## config.mk

```make
export PLATFORM = sky130hd
export DESIGN_NAME = midi_message_parser
export DESIGN_NICKNAME = d
export VERILOG_FILES = /design/src/rtl/midi_message_parser.sv
export SDC_FILE = /design/constraint.sdc
export NUM_CORES = 1
export LEC_CHECK = 0
export CORE_AREA = 2 2 98 100
export DETAILED_ROUTE_END_ITERATION = 8
export DIE_AREA = 0 0 100 102
export PLACE_DENSITY = 0.4
export SYNTH_ARGS = -nofsm -noshare
export SYNTH_HDL_FRONTEND = slang
export SYNTH_SLANG_ARGS = --single-unit
```

## constraint.sdc

```tcl
create_clock -name clk -period 3.1 [get_ports clk]
set_input_delay 0.31 -clock clk [delete_from_list [all_inputs] [get_ports clk]]
set_output_delay 0.31 -clock clk [all_outputs]
set_load 0.1 [all_outputs]
```

## src/rtl/midi_message_parser.sv

```systemverilog
// MIDI channel-message parser: tracks running status and maintains the monophonic
// note/volume word, vibrato level and waveform select for the waveform generator.
module midi_message_parser #(
  parameter logic [3:0] MIDI_CHANNEL = 4'd0
) (
  input  logic        clk,
  input  logic        reset,
  input  logic [7:0]  rx_data,
  input  logic        rx_valid,
  output logic [15:0] note_vol,
  output logic [7:0]  vibrato_level,
  output logic [1:0]  wave_select,
  output logic        note_event
);

  typedef enum logic [1:0] {StIdle, StWaitD1, StWaitD2} state_e;

  state_e      state_q, state_d;
  logic [7:0]  run_status_q, run_status_d;
  logic [6:0]  d1_q, d1_d;
  logic [15:0] note_vol_q, note_vol_d;
  logic [7:0]  vibrato_q, vibrato_d;
  logic [1:0]  wave_q, wave_d;
  logic        note_event_q, note_event_d;

  logic       one_byte_msg;
  logic       exec;
  logic [6:0] ex_d1;
  logic [6:0] ex_d2;
  logic       note_off_hit;

  assign one_byte_msg = (run_status_q[7:4] == 4'hC) || (run_status_q[7:4] == 4'hD);
  assign note_off_hit = note_vol_q[15] && (ex_d1 == note_vol_q[14:8]);

  always_comb begin
    state_d      = state_q;
    run_status_d = run_status_q;
    d1_d         = d1_q;
    note_vol_d   = note_vol_q;
    vibrato_d    = vibrato_q;
    wave_d       = wave_q;
    exec         = 1'b0;
    ex_d1        = d1_q;
    ex_d2        = rx_data[6:0];

    if (rx_valid) begin
      if (rx_data[7]) begin
        // Real-time bytes (F8-FF) pass through without touching any state.
        if (rx_data[7:3] == 5'b11111) begin
          state_d = state_q;
        end else if (rx_data[7:4] == 4'hF) begin
          run_status_d = 8'h00;
          state_d      = StIdle;
        end else begin
          run_status_d = rx_data;
          state_d      = StWaitD1;
        end
      end else begin
        case (state_q)
          StWaitD1: begin
            d1_d = rx_data[6:0];
            if (one_byte_msg) begin
              exec  = 1'b1;
              ex_d1 = rx_data[6:0];
            end else begin
              state_d = StWaitD2;
            end
          end
          StWaitD2: begin
            exec    = 1'b1;
            state_d = StWaitD1;
          end
          default: state_d = StIdle;
        endcase
      end
    end

    if (exec && (run_status_q[3:0] == MIDI_CHANNEL)) begin
      case (run_status_q[7:4])
        4'h9: begin
          if (ex_d2 != 7'd0) begin
            note_vol_d = {1'b1, ex_d1, ex_d2, 1'b0};
          end else if (note_off_hit) begin
            note_vol_d = {1'b0, note_vol_q[14:8], 8'h00};
          end
        end
        4'h8: begin
          if (note_off_hit) begin
            note_vol_d = {1'b0, note_vol_q[14:8], 8'h00};
          end
        end
        4'hE:    vibrato_d = {1'b0, ex_d2};
        4'hC:    wave_d    = ex_d1[1:0];
        default: wave_d    = wave_q;
      endcase
    end

    note_event_d = (note_vol_d != note_vol_q);
  end

  always_ff @(posedge clk or posedge reset) begin
    if (reset) begin
      state_q      <= StIdle;
      run_status_q <= 8'h00;
      d1_q         <= 7'd0;
      note_vol_q   <= 16'h0000;
      vibrato_q    <= 8'h40;
      wave_q       <= 2'b00;
      note_event_q <= 1'b0;
    end else begin
      state_q      <= state_d;
      run_status_q <= run_status_d;
      d1_q         <= d1_d;
      note_vol_q   <= note_vol_d;
      vibrato_q    <= vibrato_d;
      wave_q       <= wave_d;
      note_event_q <= note_event_d;
    end
  end

  assign note_vol      = note_vol_q;
  assign vibrato_level = vibrato_q;
  assign wave_select   = wave_q;
  assign note_event    = note_event_q;

endmodule

```

==> key figures, run 1 <==
Timing
  • Worst Max-Slew Pin Slew: 0.973 ns
  • Max Freq: 406 MHz
  • Total negative setup slack: 0 ns
  • RSZ-0062 raised after global routing: false
  • Fin crit share: 0.795
  • Min cycle time layout: ~2.5 ns
  • Slew Viols, Final: 0
  • Relative max-transition margin: 0.349
  • Final Setup Violations: 0
  • Worst clock skew: 0.00881 ns
  • Final Hold Viols: 0

Logic synthesis
  • Largest family of logic cells by synthesized area: compound AO/OA/AOI/OAI gates
  • Post-synthesis cell area: 2230 µm²
  • Register area share after synthesis: 0.484
  • Syn nets: about 230
  • Cell count after synthesis: about 220
  • Post-synthesis mux area share: 0.0596
  • Dominant synthesized flop cell: dfrtp_1
  • Number of synthesized flops with an enable pin: 0
  • Synth Warn #: 0
  • Post-synthesis compound-gate area fraction: 0.174
  • Flops & latches, synth: 43
  • Async SR Flop Fraction: 1.00
  • Synth Area per Inst: between 10 and 15 µm²
  • XOR/XNOR share of the synthesized area: 0.0433
  • Post-synthesis simple-gate area fraction: 0.170
  • Synth unique cells: between 40 and 50
  • Post-synthesis adder-cell area fraction: 0.0112

Final layout
  • FILL cells: ~970
  • Antenna Cells: 0
  • Reg area: 1080 µm²
  • Final net count: about 270
  • Commonest non-fill, non-tap cells in the layout: dfrtp_1 (42), nand2_1 (22), clkdlybuf4s50_1 (22), buf_4 (21), o21ai_0 (19)
  • Final std cells w/o fill: 373
  • Area Overhead vs Synth: 24.3%
  • Multi-input combinational cell area: 1020 µm²
  • Layout cells sized above 1: 0.168
  • Post-route cell area: between 2000 and 3000 µm²
  • Most common cell after layout, fill and taps aside: dfrtp_1

Critical path
  • Reg-to-Reg Start: state_q[1]
  • CP Max Fanout: 12
  • WP data required: ~3.3 ns
  • Worst Path Arrival: 2.65 ns
  • Reg-to-Reg End: note_vol[3]
  • R2r setup slk: about 0.64 ns
  • Crit path kind: reg2reg
  • CP endpoint kind: register
  • Startpoint types: register
  • R2R cell count: 8

Drt
  • DR DRC count: 0
  • DR vias: 1770
  • Routed wire length: roughly 6.2 mm
  • Post-DR wirelength/cell: 16.7 µm
  • DR pass1 iterations: 4
  • Drt via density: 4.75
  • Count of antenna-violating nets left after detailed routing: 0
  • Drt initial violations: 85

Hold path
  • Hold path startpoint: vibrato_level[5]
  • WHS Endpoint: vibrato_level[5]
  • Hold path cells: 1
  • Hold WC Path Type: reg2reg

Placement
  • Port bufs: 36
  • Gpl congestion: roughly 0.77
  • Hpwl dp: ~4.5 mm
  • Post-Place Cells: roughly 370
  • Placed Instance Area: between 2000 and 3000 µm²

CTS
  • Clock tree buffer depth: 2
  • Num Clock Sinks: 43
  • Total CTS buffers: 5
  • CTS tree: built
  • Htree depth: 2
  • Latest clock arrival within the worst-skew pair: 0.30 ns
  • CTS root buffer: clkbuf_8
  • Resize count post-CTS: 0
  • Clock-pin slew on the worst setup and hold paths: 0.08 ns
  • Hold_buf cts: 0
  • Setup bufs post-CTS: 0

Pwr
  • Clock share of power: 0.264
  • Pwr dens: 481 nW/µm²
  • Worst IR drop on VDD: roughly 0.14 mV
  • Pint: about 0.0009 W
  • Switch share: 0.324
  • Combinational share of power: 0.226
  • Sequential share of power: 0.510
  • Leakage power: about 1.3 nW
  • Psw: 0.000430 W

Global routing
  • Overall Global Routing Usage: 0.130
  • Number of global-route vias before repair: around 1700
  • Antenna violations before repair: 0
  • First-pass GRT wire length: just over 10 mm
  • GRT overflow: 0
  • Largest net degree at the start of global routing: 44

Status
  • Status: completed

Floorplanning
  • Core area: 9110 µm²
  • Initial Util: 0.244
  • Height of the die: around 100 µm
  • I/O Pins: 38
  • Die X: around 100 µm
  • Site Rows: 35
  • Die ar.: approximately 10000 µm²

Flow run
  • Max_cap viols: 0
## area by class of cell
cell class | instances | area share
flip-flops and latches | 43 | 0.389
multi-input cells | 150 | 0.370
repair buffers | 43 | 0.137
well taps | 111 | 0.0502
clock buffers | 8 | 0.0289
inverters | 18 | 0.0244
## how the worst max path moves through the flow
stage	endpoint	cells past startpoint	slack [ns]	from
finish	note_vol[3]	8	0.64	state_q[1]
CTS	note_vol[3]	8	0.63	state_q[1]
global route	note_vol[5]	8	0.51	state_q[1]
global placement	note_vol[3]	7	0.39	rx_data[7]
floorplan	note_vol[1]	7	0.85	note_vol[13]
detailed placement	note_vol[1]	7	0.38	rx_data[7]
## critical path, stage by stage (launching register included)
cell and delay (ns):
dfrtp_1 0.41, inv_1 0.07, ha_1 0.23, nand3b_4 0.09, or2_1 0.37, and3_4 0.25, a2111o_1 0.42, o21ba_1 0.30
a22o_1 0.22
## cell usage after synthesis (all sizes together) (2+ instances only)
| cell | instances | area, µm² |
|---|---|---|
| a21o | 2 | 15.0 |
| mux2i | 2 | 20.0 |
| xnor2 | 5 | 43.8 |
| nor2 | 10 | 37.5 |
| a21oi | 6 | 30.0 |
| o31ai | 2 | 15.0 |
| nand3b | 2 | 40.0 |
| or4 | 2 | 15.0 |
| a222oi | 2 | 20.0 |
| nand3 | 7 | 35.0 |
| a22o | 13 | 114 |
| dfrtp | 42 | 1050 |
| nand2b | 3 | 18.8 |
| buf | 3 | 30.0 |
| o22ai | 3 | 18.8 |
| xor2 | 6 | 52.6 |
| inv | 18 | 67.6 |
| nor4 | 4 | 25.0 |
| nand2 | 22 | 82.6 |
| ha | 2 | 25.0 |
| mux2 | 10 | 113 |
| nor3 | 10 | 60.1 |
| clkbuf | 7 | 26.3 |
| o21ai | 19 | 95.1 |
## power groups by stage
stage	clock, W	combinational, W	sequential [W]
floorplan	0	0.000185	0.000711
CTS	0.000370	0.000304	0.000679
finish	0.000352	0.000300	0.000678
detailed placement	0	0.000303	0.000688
global route	0.000400	0.000332	0.000686
global placement	0	0.000304	0.000689
## cell families (layout without fill, tap and decap cells)
family,after synthesis,count (layout)
flops,43,43
buf+inv,28,69
xor+xnor,11,11
compound gates,56,56
other cells,1,1
simple gates,68,68
fa+ha+maj,2,2
mux,12,12
## stage by stage
step	hold slack [ns]	total power [W]	setup slack, ns	util
finish	0.515	0.00133	0.635	0.304
floorplan	0.443	0.000897	0.845	-
CTS	0.523	0.00135	0.633	0.304
detailed placement	0.495	0.000991	0.384	0.295
global route	0.542	0.00142	0.513	0.304
global placement	0.494	0.000994	0.390	0.295
## registers in the layout, indices dropped and copies added, names as in the netlist
register / cells
d1_q: 7
note_event: 1
note_vol: 16
run_status_q: 8
state_q: 2
vibrato_level: 7
wave_select: 2
## layer usage
layer | global-route usage | routed length, µm | share of wire | up-vias
li1 | - | - | - | 864
met1 | 0.200 | 3220 | 0.52 | 848
met2 | 0.180 | 2700 | 0.43 | 53
met3 | 0.0363 | 257 | 0.041 | 5
met4 | 0.0253 | 61 | 0.0098 | 0
met5 | 0 | 0 | 0 | -
(Power assumes the default switching activity.)
==> inputs of run 2 (changes only) <==
Clock period 3.1 ns to 2.4 ns, I/O delays scaled along.
==> key figures, run 2 (same netlist as run 1, synthesis figures left out) <==
Floorplanning
  • Site Rows: 35 (unchanged)
  • Die X: 100 µm (unchanged)
  • I/O Pins: 38 (unchanged)
  • Initial Util: 0.244 (unchanged)
  • Height of the die: 102 µm (unchanged)
  • Core area: 9110 µm² (unchanged)
  • Die ar.: 10200 µm² (unchanged)

CTS
  • CTS tree: built
  • Setup bufs post-CTS: 0 (unchanged)
  • Hold_buf cts: 0 (unchanged)
  • CTS root buffer: clkbuf_8
  • Resize count post-CTS: 0 (unchanged)
  • Latest clock arrival within the worst-skew pair: 0.30 ns (about the same)
  • Clock tree buffer depth: 2 (unchanged)
  • Clock-pin slew on the worst setup and hold paths: 0.09 ns (about the same)
  • Htree depth: 2 (unchanged)
  • Total CTS buffers: 5 (unchanged)
  • Num Clock Sinks: 43 (unchanged)

Critical path
  • Reg-to-Reg End: note_vol[4]
  • R2r setup slk: 0.08 ns (-0.55 ns)
  • WP data required: 2.58 ns (-0.71 ns)
  • Critical path's slowest cell: or4_1
  • Critical Path Max Stage Delay: 0.58 ns (+0.16 ns)
  • CP endpoint kind: register
  • Startpoint types: register
  • Worst Path Arrival: 2.50 ns (-0.15 ns)
  • CP Max Fanout: 8 (-4)
  • Top delay family on crit path: simple AND/OR/NAND/NOR gates
  • Cell Chain, Critical Path: or4_1, nor3_4, nand4_1, a2111o_1, o21ba_2, a22o_1
  • Crit path kind: reg2reg
  • R2R cell count: 6 (-2)
  • Reg-to-Reg Start: run_status_q[1]
  • Crit path buffers/inverters: 0 (-1)

Timing
  • Fin crit share: 0.965 (+0.170)
  • Worst Max-Slew Pin Slew: 0.591 ns (-0.382 ns)
  • Final Hold Viols: 0 (unchanged)
  • Slew Viols, Final: 0 (unchanged)
  • RSZ-0062 raised after global routing: true
  • Max Freq: 432 MHz (+6.4%)
  • Min cycle time layout: 2.32 ns (-0.148 ns)
  • Hold Slack: 0.291 ns (-0.224 ns)
  • Worst clock skew: 0.0142 ns (+0.00541 ns)
  • Final Setup Violations: 0 (unchanged)
  • Relative max-transition margin: 0.605 (+0.255)

Final layout
  • Commonest non-fill, non-tap cells in the layout: buf_4 (56), dfrtp_1 (42), nand2_1 (22), o21ai_0 (18), inv_1 (17)
  • Final net count: 297 (+8.4%)
  • Antenna Cells: 0 (unchanged)
  • Final std cells w/o fill: 396 (+6.2%)
  • Layout cells sized above 1: 0.295 (+0.127)
  • Most common cell after layout, fill and taps aside: buf_4
  • Area Overhead vs Synth: 32.8%
  • Max FFs per register: 16 (unchanged)

Drt
  • DR pass1 iterations: 4 (unchanged)
  • DR DRC count: 0 (unchanged)
  • Drt via density: 4.69 (-1.2%)
  • Post-DR wirelength/cell: 15.9 µm (-4.9%)
  • Routed wire length: 6.29 mm (+0.91%)
  • Count of antenna-violating nets left after detailed routing: 0 (unchanged)
  • Drt initial violations: 105 (+24%)
  • DR vias: 1856 (+4.9%)

Flow run
  • Max_cap viols: 0 (unchanged)

Global routing
  • GRT overflow: 0 (unchanged)
  • Antenna violations before repair: 0 (unchanged)
  • First-pass GRT wire length: 10.8 mm (+6.9%)
  • Number of global-route vias before repair: 1951 (+14%)
  • Overall Global Routing Usage: 0.136 (+0.00693)
  • Largest net degree at the start of global routing: 25 (-43%)

Pwr
  • Pwr dens: 636 nW/µm² (+32%)
  • Combinational share of power: 0.231 (+0.005)
  • Leakage power: 1.40 nW (+12%)
  • Sequential share of power: 0.463 (-0.047)
  • Clock share of power: 0.305 (+0.041)
  • Pint: 0.00130 W (+44%)
  • Switch share: 0.311 (-0.0129)
  • Psw: 0.000584 W (+36%)
  • Worst IR drop on VDD: 0.220 mV (+56%)

Placement
  • Post-Place Cells: 388 (+6.3%)
  • Port bufs: 36 (unchanged)
  • Gpl congestion: 0.788 (+1.7%)
  • Hpwl dp: 4.83 mm (+8.0%)

Hold path
  • Hold WC Path Type: in2async

Status
  • Status: completed
run 2: power by group through the flow:
stage	clock, W	sequential [W]	combinational (W)
2_1_floorplan	0	0.000919	0.000240
3_3_place_gp	0	0.000887	0.000433
3_5_place_dp	0	0.000885	0.000431
4_1_cts	0.000594	0.000872	0.000433
5_1_grt	0.000626	0.000886	0.000488
6_report	0.000574	0.000871	0.000434
run 2: worst register-to-register path, stage by stage (launching register included):
cell	delay, ns
dfrtp_1	0.40
or4_1	0.58
nor3_4	0.25
nand4_1	0.13
a2111o_1	0.37
o21ba_2	0.28
a22o_1	0.20
run 2: per-layer routing:
layer / up-vias / routed length [µm] / share of wire / track usage
met4: 0 / 82 / 0.013 / 0.0390
met3: 6 / 303 / 0.048 / 0.0226
met1: 881 / 3150 / 0.50 / 0.198
met2: 55 / 2750 / 0.44 / 0.210
li1: 914 / - / - / -
met5: - / 0 / 0 / 0
run 2: layout make-up:
type                    instances  area, µm²
fillers                      1002       6150
repair buffers                 66        520
multi-input cells             150       1040
well taps                     111        139
flip-flops and latches         43       1080
clock buffers                   6       72.6
clock inverters                 2       37.5
inverters                      18       67.6
run 2: worst max-delay path by stage:
stage,startpoint,to,slack [ns],cells after the start
after global routing,run_status_q[1],note_vol[4],-0.003,6
final,run_status_q[1],note_vol[4],0.08,6
after CTS,state_q[1],note_vol[4],0.01,8
after detailed placement,rx_valid,note_vol[5],-0.05,7
after floorplan,note_vol[13],note_vol[1],0.15,7
after global placement,rx_valid,note_vol[5],-0.06,7
run 2: per-stage QoR:
stage | utilization | cell area (µm²) | setup TNS, ns | setup WS (ns) | power (W)
after floorplan | - | 2230 | 0 | 0.145 | 0.00116
after global placement | 0.311 | 2830 | -0.488 | -0.0603 | 0.00132
after detailed placement | 0.311 | 2830 | -0.400 | -0.0534 | 0.00132
after CTS | 0.323 | 2940 | 0 | 0.0123 | 0.00190
after global routing | 0.324 | 2960 | -0.00315 | -0.00315 | 0.00200
final | 0.324 | 2960 | 0 | 0.0830 | 0.00188
==> inputs of run 3 (changes only) <==
Settings changed: ABC_CLOCK_PERIOD_IN_PS from default to 2400, RECOVER_POWER from default to 25.
==> key figures, run 3 (same netlist as run 1, synthesis figures left out) <==
Pwr
  • Psw: 0.000583 W (-0.18%)
  • Pwr dens: 636 nW/µm² (about the same)
  • Tot Pwr: 0.00188 W (-0.11%)
  • Clock share of power: 0.306 (about the same)
  • Combinational share of power: 0.231 (about the same)
  • Pint: 0.00129 W (about the same)
  • Sequential share of power: 0.464 (about the same)
  • Switch share: 0.310 (about the same)
  • Worst IR drop on VDD: 0.220 mV (about the same)
  • Leakage power: 1.40 nW (-0.16%)

Final layout
  • Max FFs per register: 16 (unchanged)
  • FILL cells: 1002 (unchanged)
  • Post-route cell area: 2950 µm² (-0.13%)
  • Final Util: 0.324 (-0.000413)
  • Final net count: 297 (unchanged)
  • Multi-input combinational cell area: 1040 µm² (unchanged)
  • Area Overhead vs Synth: 32.6%
  • Reg area: 1080 µm² (unchanged)
  • Commonest non-fill, non-tap cells in the layout: buf_4 (55), dfrtp_1 (42), nand2_1 (22), inv_1 (18), o21ai_0 (18)
  • Layout cells sized above 1: 0.288 (-0.00702)
  • Antenna Cells: 0 (unchanged)
  • Most common cell after layout, fill and taps aside: buf_4

Hold path
  • Hold WC Path Type: reg2reg
  • Hold path cells: 1
  • Hold path startpoint: vibrato_level[4]
  • WHS Endpoint: vibrato_level[4]

Floorplanning
  • Die ar.: 10200 µm² (unchanged)
  • Core area: 9110 µm² (unchanged)
  • Die X: 100 µm (unchanged)
  • Height of the die: 102 µm (unchanged)
  • I/O Pins: 38 (unchanged)
  • Site Rows: 35 (unchanged)
  • Initial Util: 0.244 (unchanged)

Global routing
  • Largest net degree at the start of global routing: 25 (unchanged)
  • First-pass GRT wire length: 10.8 mm (unchanged)
  • Number of global-route vias before repair: 1951 (unchanged)
  • GRT overflow: 0 (unchanged)
  • Antenna violations before repair: 0 (unchanged)
  • Overall Global Routing Usage: 0.136 (unchanged)

Drt
  • Count of antenna-violating nets left after detailed routing: 0 (unchanged)
  • Drt initial violations: 121 (+15%)
  • Drt via density: 4.69 (unchanged)
  • DR vias: 1856 (unchanged)
  • DR DRC count: 0 (unchanged)
  • DR pass1 iterations: 5 (+1)
  • Post-DR wirelength/cell: 15.9 µm (-0.16%)
  • Routed wire length: 6.28 mm (-0.16%)

Critical path
  • CP Max Fanout: 8 (unchanged)
  • R2r setup slk: 0.09 ns (about the same)
  • Critical path's slowest cell: or4_1
  • Reg-to-Reg Start: run_status_q[1]
  • Cell Chain, Critical Path: or4_1, nor3_4, nand4_1, a2111o_1, o21ba_2, a22o_1
  • Top delay family on crit path: simple AND/OR/NAND/NOR gates
  • Crit path buffers/inverters: 0 (unchanged)
  • Reg-to-Reg End: note_vol[4]
  • Worst Path Arrival: 2.49 ns (about the same)
  • Startpoint types: register
  • Critical Path Max Stage Delay: 0.58 ns (about the same)
  • CP endpoint kind: register
  • Crit path kind: reg2reg
  • WP data required: 2.58 ns (about the same)
  • R2R cell count: 6 (unchanged)

Timing
  • Total negative setup slack: 0 ns (unchanged)
  • Max Freq: 432 MHz (+0.16%)
  • Relative max-transition margin: 0.378 (-0.227)
  • Min cycle time layout: 2.31 ns (-0.00371 ns)
  • RSZ-0062 raised after global routing: true
  • Slew Viols, Final: 0 (unchanged)
  • Final Hold Viols: 0 (unchanged)
  • Worst Max-Slew Pin Slew: 0.932 ns (+0.342 ns)
  • Fin crit share: 0.964 (-0.00154)
  • Final Setup Violations: 0 (unchanged)
  • Worst clock skew: 0.0140 ns (-0.000198 ns)

CTS
  • Num Clock Sinks: 43 (unchanged)
  • Clock tree buffer depth: 2 (unchanged)
  • CTS tree: built
  • Total CTS buffers: 5 (unchanged)
  • Latest clock arrival within the worst-skew pair: 0.30 ns (about the same)
  • Clock-pin slew on the worst setup and hold paths: 0.09 ns (about the same)
  • Htree depth: 2 (unchanged)
  • CTS root buffer: clkbuf_8
  • Hold_buf cts: 0 (unchanged)

Placement
  • Hpwl dp: 4.83 mm (unchanged)
  • Gpl congestion: 0.788 (unchanged)
  • Placed Instance Area: 2830 µm² (unchanged)
  • Port bufs: 36 (unchanged)

Status
  • Status: completed

Flow run
  • Max_cap viols: 0 (unchanged)
[run 3: metrics by stage]
step,hold WS [ns],instances,worst slack (ns)
2_1_floorplan,0.373,221,0.145
4_1_cts,0.310,396,0.0123
3_3_place_gp,0.498,388,-0.0603
3_5_place_dp,0.497,388,-0.0534
5_1_grt,0.544,396,-0.00315
6_report,0.516,396,0.0867
[run 3: worst register-to-register path, delay by kind of cell, from the launching register on]
kind	cells	cell delay, ns
AOI/OAI and AO/OA	3	0.84
DFF	1	0.40
and+or+nand+nor	3	0.96
[run 3: power by group through the flow]
| stage | Combinational, W | Clock (W) | Sequential, W |
|---|---|---|---|
| CTS | 0.000433 | 0.000594 | 0.000872 |
| floorplan | 0.000240 | 0 | 0.000919 |
| global route | 0.000487 | 0.000626 | 0.000886 |
| finish | 0.000433 | 0.000574 | 0.000871 |
| global placement | 0.000433 | 0 | 0.000887 |
| detailed placement | 0.000431 | 0 | 0.000885 |
[run 3: layout make-up]
type | instances | area share
clock inverter | 2 | 0.0127
timing repair buffer | 66 | 0.175
tap | 111 | 0.0471
multi-input combinational | 150 | 0.353
inverter | 18 | 0.0229
clock buffer | 6 | 0.0246
sequential | 43 | 0.365
[run 3: per-layer routing]
metal / GRT usage / part of all wire / up-vias
li1: - / - / 914
met1: 0.198 / 0.50 / 884
met2: 0.210 / 0.44 / 54
met3: 0.0226 / 0.045 / 4
met4: 0.0390 / 0.0094 / 0
met5: 0 / 0 / -
[run 3: how the worst max path moves through the flow]
stage               startpoint     endpoint  depth (start not counted)
5_1_grt        run_status_q[1]  note_vol[4]                          6
3_3_place_gp          rx_valid  note_vol[5]                          7
4_1_cts             state_q[1]  note_vol[4]                          8
3_5_place_dp          rx_valid  note_vol[5]                          7
2_1_floorplan     note_vol[13]  note_vol[1]                          7
6_report       run_status_q[1]  note_vol[4]                          6
[run 3: repair_timing]
item | in CTS | in global routing
gates resized for setup | 0 | 5
setup endpoints to repair | 0 | 9
buffers inserted | 0 | 0
